$ cat config.mk
export PLATFORM = sky130hd
export DESIGN_NAME = i2c_arbiter
export DESIGN_NICKNAME = d
export VERILOG_FILES = /design/src/rtl/i2c_arbiter.sv
export SDC_FILE = /design/constraint.sdc
export NUM_CORES = 1
export LEC_CHECK = 0
export BUFFER_PORTS_ARGS = -buffer_cell sky130_fd_sc_hd__buf_2
export CORE_ASPECT_RATIO = 1.75
export CORE_MARGIN = 2
export CORE_UTILIZATION = 40
export CTS_BUF_LIST = sky130_fd_sc_hd__clkbuf_16
export DETAILED_ROUTE_END_ITERATION = 8
export GPL_TIMING_DRIVEN = 0
export PLACE_DENSITY_LB_ADDON = 0.08
export SLEW_MARGIN = 0
export SYNTH_ARGS = -nofsm -noshare
export SYNTH_HDL_FRONTEND = slang
export SYNTH_SLANG_ARGS = --single-unit
export TNS_END_PERCENT = 5
$ cat constraint.sdc
create_clock -name clk -period 2.6 [get_ports clk]
set_clock_uncertainty 0.2 [all_clocks]
set_input_delay 0.13 -clock clk [delete_from_list [all_inputs] [get_ports clk]]
set_output_delay 0.13 -clock clk [all_outputs]
set_load 0.01 [all_outputs]
$ cat src/rtl/i2c_arbiter.sv
// i2c_arbiter: round-robin arbiter that shares one I2C master among NUM_REQ
// requesters. A transaction flows IDLE -> ARB -> LAUNCH -> WAIT -> RESP, and
// every output is driven from a register.
// Optional feature: define I2C_ARBITER_TIMEOUT_EN to build a WAIT watchdog.
// The watchdog completes a stalled transaction with nack=1 after
// TIMEOUT_CYCLES WAIT cycles. Without the macro, WAIT lasts until mst_done.
module i2c_arbiter #(
  parameter int NUM_REQ        = 4,
  parameter int TIMEOUT_CYCLES = 1024
) (
  input  logic                 clk,
  input  logic                 rst,
  input  logic [NUM_REQ-1:0]   req,
  input  logic [NUM_REQ-1:0]   req_rw,
  input  logic [8*NUM_REQ-1:0] req_dev,
  input  logic [8*NUM_REQ-1:0] req_reg,
  input  logic [8*NUM_REQ-1:0] req_data,
  output logic [NUM_REQ-1:0]   gnt,
  output logic [NUM_REQ-1:0]   done,
  output logic                 nack,
  output logic                 busy,
  output logic                 mst_load,
  output logic                 mst_rw,
  output logic [7:0]           mst_dev,
  output logic [7:0]           mst_reg,
  output logic [7:0]           mst_data,
  input  logic                 mst_done,
  input  logic                 mst_nack
);

  localparam int IDX_W = $clog2(NUM_REQ);

  typedef enum logic [2:0] {
    S_IDLE,
    S_ARB,
    S_LAUNCH,
    S_WAIT,
    S_RESP
  } state_e;

  state_e             state_q, state_d;
  logic [IDX_W-1:0]   rr_ptr_q, rr_ptr_d;
  logic [IDX_W-1:0]   idx_q, idx_d;
  logic [NUM_REQ-1:0] gnt_q, gnt_d;
  logic [NUM_REQ-1:0] done_q, done_d;
  logic               nack_q, nack_d;
  logic               busy_q, busy_d;
  logic               mst_load_q, mst_load_d;
  logic               mst_rw_q, mst_rw_d;
  logic [7:0]         mst_dev_q, mst_dev_d;
  logic [7:0]         mst_reg_q, mst_reg_d;
  logic [7:0]         mst_data_q, mst_data_d;

  logic               arb_found;
  logic [IDX_W-1:0]   arb_idx;
  logic               timeout;

`ifdef I2C_ARBITER_TIMEOUT_EN
  // The counter holds 0..TIMEOUT_CYCLES-1. The last value marks the final WAIT cycle.
  localparam int CNT_W = $clog2(TIMEOUT_CYCLES);
  logic [CNT_W-1:0] cnt_q, cnt_d;
  assign timeout = (cnt_q == CNT_W'(TIMEOUT_CYCLES - 1));
`else
  assign timeout = 1'b0;
`endif

  // Round-robin search: take the first set req bit at or after rr_ptr, wrapping.
  always_comb begin
    arb_found = 1'b0;
    arb_idx   = '0;
    for (int k = 0; k < NUM_REQ; k++) begin
      if (!arb_found && req[(int'(rr_ptr_q) + k) % NUM_REQ]) begin
        arb_found = 1'b1;
        arb_idx   = IDX_W'((int'(rr_ptr_q) + k) % NUM_REQ);
      end
    end
  end

  // Next-state and next-output logic for the transaction FSM.
  always_comb begin
    // NOTE: every _d gets a default before the case statement. No path leaves a
    // signal unassigned, so no latches are inferred.
    state_d    = state_q;
    rr_ptr_d   = rr_ptr_q;
    idx_d      = idx_q;
    gnt_d      = gnt_q;
    done_d     = '0;
    nack_d     = 1'b0;
    mst_load_d = 1'b0;
    mst_rw_d   = mst_rw_q;
    mst_dev_d  = mst_dev_q;
    mst_reg_d  = mst_reg_q;
    mst_data_d = mst_data_q;
`ifdef I2C_ARBITER_TIMEOUT_EN
    cnt_d      = cnt_q;
`endif

    case (state_q)
      S_IDLE: begin
        if (|req) state_d = S_ARB;
      end
      S_ARB: begin
        if (arb_found) begin
          // Latch the payload now, so later input changes cannot disturb this transaction.
          idx_d      = arb_idx;
          gnt_d      = NUM_REQ'(1) << arb_idx;
          mst_rw_d   = req_rw[arb_idx];
          mst_dev_d  = req_dev[8*arb_idx +: 8];
          mst_reg_d  = req_reg[8*arb_idx +: 8];
          mst_data_d = req_data[8*arb_idx +: 8];
          state_d    = S_LAUNCH;
        end else begin
          state_d = S_IDLE;
        end
      end
      S_LAUNCH: begin
        mst_load_d = 1'b1;
        state_d    = S_WAIT;
`ifdef I2C_ARBITER_TIMEOUT_EN
        cnt_d      = '0;
`endif
      end
      S_WAIT: begin
        if (mst_done) begin
          done_d  = NUM_REQ'(1) << idx_q;
          nack_d  = mst_nack;
          state_d = S_RESP;
        end else if (timeout) begin
          done_d  = NUM_REQ'(1) << idx_q;
          nack_d  = 1'b1;
          state_d = S_RESP;
        end
`ifdef I2C_ARBITER_TIMEOUT_EN
        cnt_d = cnt_q + 1'b1;
`endif
      end
      S_RESP: begin
        gnt_d    = '0;
        rr_ptr_d = (idx_q == IDX_W'(NUM_REQ - 1)) ? '0 : idx_q + 1'b1;
        state_d  = S_IDLE;
      end
      default: state_d = S_IDLE;
    endcase

    busy_d = (state_d != S_IDLE);
  end

  // State and output registers. Reset aborts any transaction in flight.
  always_ff @(posedge clk or posedge rst) begin
    // NOTE: sequential state uses non-blocking assignments only. All registers
    // therefore update together at the clock edge.
    if (rst) begin
      state_q    <= S_IDLE;
      rr_ptr_q   <= '0;
      idx_q      <= '0;
      gnt_q      <= '0;
      done_q     <= '0;
      nack_q     <= 1'b0;
      busy_q     <= 1'b0;
      mst_load_q <= 1'b0;
      mst_rw_q   <= 1'b0;
      mst_dev_q  <= '0;
      mst_reg_q  <= '0;
      mst_data_q <= '0;
`ifdef I2C_ARBITER_TIMEOUT_EN
      cnt_q      <= '0;
`endif
    end else begin
      state_q    <= state_d;
      rr_ptr_q   <= rr_ptr_d;
      idx_q      <= idx_d;
      gnt_q      <= gnt_d;
      done_q     <= done_d;
      nack_q     <= nack_d;
      busy_q     <= busy_d;
      mst_load_q <= mst_load_d;
      mst_rw_q   <= mst_rw_d;
      mst_dev_q  <= mst_dev_d;
      mst_reg_q  <= mst_reg_d;
      mst_data_q <= mst_data_d;
`ifdef I2C_ARBITER_TIMEOUT_EN
      cnt_q      <= cnt_d;
`endif
    end
  end

  assign gnt      = gnt_q;
  assign done     = done_q;
  assign nack     = nack_q;
  assign busy     = busy_q;
  assign mst_load = mst_load_q;
  assign mst_rw   = mst_rw_q;
  assign mst_dev  = mst_dev_q;
  assign mst_reg  = mst_reg_q;
  assign mst_data = mst_data_q;

endmodule

**Word-level counts from Yosys, hierarchy flattened**

Cells that the tools add are included.

- Register bits: 43
- Output and inout port bits: 36
- Logic and storage cells: 83

- $add $sub $neg: 4
- Order comparisons: 5
- Eq/ne operators: 6
- Shift-type cells: 5
- Muxes and demuxes: 33
- Bitwise operators: 3
- Reductions and logical operators: 15

Operators by type and width:

| operator | count |
|---|---|
| 32-bit by 6-bit indexed part select with 8-bit output | 3 |
| 1-bit 2-to-1 mux | 15 |
| 3-bit by 4-bit less-than comparator with 1-bit output (second input constant) | 3 |
| 2-bit 2-to-1 mux | 6 |
| 4-bit 2-to-1 mux | 3 |
| 3-bit one-hot mux with 4 select lines | 1 |
| 1-bit binary-select mux with 2-bit select | 5 |
| 4-bit one-hot mux with 2 select lines | 1 |
| 1-bit by 2-bit left shift with 4-bit output (first input constant) | 2 |
| 3-bit by 2-bit == test with 1-bit output (second input constant) | 2 |
| 2-bit by 3-bit less-than comparator with 1-bit output (second input constant) | 2 |
| 3-bit 2-to-1 mux | 2 |
| 2-bit OR reduction | 3 |
| 2-bit by 1-bit adder with 2-bit output (second input constant) | 2 |
| 2-bit adder (second input constant) | 2 |
| 2-bit AND reduction | 2 |
| 4-bit OR reduction | 1 |
| 1-bit AND (first input constant) | 3 |
| 3-bit by 1-bit == test with 1-bit output (second input constant) | 1 |
| 3-bit == test (second input constant) | 1 |
| 1-bit logical AND | 3 |
| 1-bit zero test | 3 |
| 3-bit zero test | 1 |
| 3-bit nonzero test | 1 |
| other kinds (3) | 3 |

**Depth between registers and ports, before layout**

- Depth after elaboration: 17
- Mapped depth: 8

**Worst setup path before layout**

No wires, ideal clock.

- Kind: register to register
- Start: register rr_ptr_q[1]
- End: register mst_data_q[4] (netlist: mst_data[4])
- Library setup time: 0.129 ns
- Data arrival time: 1.578 ns
- Path slack: 0.694 ns
- Stages on the path, launching flop included: 8
- Path buffers: 2
- Period minus slack after synthesis: 1.906 ns
- Cells stage by stage: dfrtp_1 buf_4 inv_1 or4b_4 buf_2 and3_1 o21ai_1 a21oi_1

- Longest elaborated chain between the ends: 13

Ends and longest elaborated chain:

| what | RTL line | RTL |
|---|---|---|
| start, declared | 42 | `logic [IDX_W-1:0] rr_ptr_q, rr_ptr_d;` |
| start signal, assigned | 170 | `rr_ptr_q <= rr_ptr_d;` |
| 2-bit by 1-bit adder with 2-bit output or 1-bit binary-select mux with 2-bit select (tied branches) | 72, 74 |  |
| 1-bit binary-select mux with 2-bit select or 1-bit 2-to-1 mux (tied branches) | 72 | `if (!arb_found && req[(int'(rr_ptr_q) + k) % NUM_REQ]) begin` |
| 1-bit 2-to-1 mux (not written as such) | 72 |  |
| 1-bit 2-to-1 mux (not written as such) or 1-bit zero test (tied branches) | 72 |  |
| 1-bit logical AND | 72 |  |
| 1-bit 2-to-1 mux | 72 |  |
| 1-bit zero test | 72 |  |
| 1-bit logical AND | 72 |  |
| 1-bit 2-to-1 mux | 72 |  |
| 1-bit zero test | 72 |  |
| 1-bit logical AND | 72 |  |
| 2-bit 2-to-1 mux or 1-bit 2-to-1 mux (tied branches) | 72 |  |
| 32-bit by 6-bit indexed part select with 8-bit output or 2-bit AND reduction (tied branches) | n/a |  |
| end signal, assigned | 180 | `mst_data_q <= mst_data_d;` |
| end, declared | 52 | `logic [7:0] mst_data_q, mst_data_d;` |

Several ways; a longest one is shown, not always the timed one. The select of a mux whose other input is x is not followed.
A chain may end at the register's enable or synchronous reset.

**Final worst setup path**

- Start: register rr_ptr_q[0]
- End: register mst_data_q[2] (netlist: mst_data[2])

The elaborated chain is that of the path after synthesis.

==> out/metrics.csv <==
metric,value,unit
max cap viols,0,
# diodes,0,
violated checks,hold timing,
PnR Total Power,3.83,mW
DR vias,2852,
post-layout min period,2.50,ns
total die area,7190,um2
most frequent cell after synthesis,dfrtp_1,
maximum clock rate,0.400,GHz
pre-CTS setup slack,0.381,ns
count of final hold-check violations,2,
r2r setup slk,0.1,ns
Reg area,1080,um2
Slew HR,59.6,%
CTS Sinks,43,
Clock transition at path regs,0.06,ns
Critical Setup Path Class,flip-flop to flip-flop,
crit-path max cell delay,0.55,ns
hold path start,req_reg[27],
"Top cell by count, worst path",o22a_1,
Fillers,623,
vias in the first global route,2880,
"Top FF cell, synth",dfrtp_1,
unrepaired setup endpoints after global routing,yes,
ys async rst share,100,%
slowest CP cell,dlygate4sd3_1,
worst-margin pin slew,0.603,ns
post-synth net total,388,
Lkg Pwr,1.83,nW
sequential area share after synthesis,41.3,%
DR iter-0 viols,177,
"CP delay by family, top",compound AO/OA/AOI/OAI gates,
CP startpoint,rr_ptr_q[0]$_DFFE_PP0P_,
WHS,-0.000941,ns
routability congestion estimate,0.837,
die height,111,um
Commonest cells post-synth,"dfrtp_1, a21oi_1, o21ai_0",
Std-Cell Rows,38,
wire per inst,16.3,um
cell taking the most area after synthesis,dfrtp_1,
Mapped Cells,276,
global route total overflow,0,
num ports,144,
CP Launch Type,flip-flop,
post-route design area,3730,um2
Synth top area share,41.3,%
post-DR vias/cell,5.48,
layout cells sized above 1,42.3,%
Post-Syn Area per Cell,9.43,um2
core area,6230,um2
largest net degree at the start of global routing,24,
worst-case clock buffer depth,2,
final setup margin,0.0971,ns
critical-path cell list,nor2b_2 > o22a_1 > o2bb2ai_1 > buf_2 > a221o_2 > dlygate4sd3_1 > o22a_1,
Worst Path Arrival,2.48,ns
crit end category,flip-flop,
Final period util,96.3,%
placed wire-length estimate,6160,um
HP Class,primary input to flip-flop,
initial antenna violation count,0,
R2R Path Start,rr_ptr_q[0]$_DFFE_PP0P_,
IO buf count,139,
CP Buf/Inv Count,2,
"top cells by area, synth","dfrtp_1, o22a_1, a21oi_1",
Finish-stage setup viols,0,
power density over the cells,1030,nW/um2
Cell variety after synth,38,
Setup Buffers After CTS,0,
fin cells,520,
wire length of the first global-routing pass,13700,um
Post-Route Setup TNS,0,ns
status,"complete, but fails checks",
CTS tree,yes,
"Area growth, synth to finish",43.4,%
Synth Register Bits,43,
Clock Root Buffer,clkbuf_16,
VDD IR max,0.000541,V
Routed WL,8500,um
yosys warns,0,
first drt pass iteration count,4,
Die Width,65.0,um
Final ANT Viol Nets,0,
Final Util,59.9,%
Worst Path Required,2.57,ns
number of buffers created by CTS,5,
placed inst area,3430,um2
H-tree Lvls,2,
footprint of the multi-input gates,1330,um2
worst-skew pair later-pin latency,0.29,ns
mapped cell area,2600,um2
DRC,0,
Total GRT Usage,24.1,%
fin nets,551,
CP Max Fanout,10,
Starting Density,41.8,%
max-slew violations,0,
Placed Cells,496,
"EDFF count, synth",0,
[cell families after synthesis]
logic type	after synthesis	share of synthesized area, %
fa+ha+maj	4	1.92
buf+inv	32	7.84
flops	43	41.3
mux	1	0.433
compound gates	121	32.9
simple gates	75	15.5
[worst min-delay path, delay by kind of cell]
kind	cells	cell delay, ns
AOI/OAI and AO/OA	2	0.22
buffers and inverters	1	0.08
[final cells by class]
cell class	instances	share of cell area [%]
sequential	43	28.9
clock buffer	5	3.35
timing repair buffer	156	23.7
buffer	28	5.06
clock inverter	3	0.436
multi-input combinational	201	35.5
tap	80	2.68
inverter	4	0.402
[what timing repair did]
item | 4_1_cts | 5_1_grt
resized for setup | 0 | 2
setup endpoints to repair | 0 | 3
hold endpoints to repair | 33 | 0
hold buffers | 16 | 0
[placed cells by master (no fill, tap or decap), types with 3 or more instances in the layout]
cell	instances
o21ai_0	25
a221o_1	7
o21ai_1	7
a221o_2	12
a221oi_1	6
buf_2	146
inv_1	4
clkbuf_1	10
buf_4	3
nand3_1	22
ha_1	4
nor2_1	17
and3_1	6
a21boi_1	6
a21oi_1	30
dfrtp_1	42
and2_1	5
clkbuf_16	5
dlygate4sd3_1	16
o22a_1	20
buf_6	7
nand2_1	12
[final timing paths]
path,endpoint,cells after the start
setup / recovery,mst_data[2]$_DFFE_PP0P_,7
hold / removal,mst_reg[3]$_DFFE_PP0P_,3
setup reg to reg,mst_data[2]$_DFFE_PP0P_,7
hold reg to reg,mst_dev[2]$_DFFE_PP0P_,1
max in group asynchronous,mst_reg[4]$_DFFE_PP0P_,4
min in group asynchronous,done[0]$_DFF_PP0_,3
[where the power goes]
group          internal [mW]  total (mW)  switching [mW]
clock network          0.351       0.607           0.257
registers              0.972        1.14           0.171
logic                  0.993        2.08            1.09
[metal layers]
metal | vias to the layer above | GRT usage (%) | wire length (um)
met5 | - | 0 | 0
met4 | 0 | 10.5 | 302
met3 | 25 | 4.77 | 535
met2 | 119 | 42.0 | 4490
met1 | 1340 | 27.8 | 3170
li1 | 1368 | - | -
Note: power is estimated with default switching activity, not from simulation.
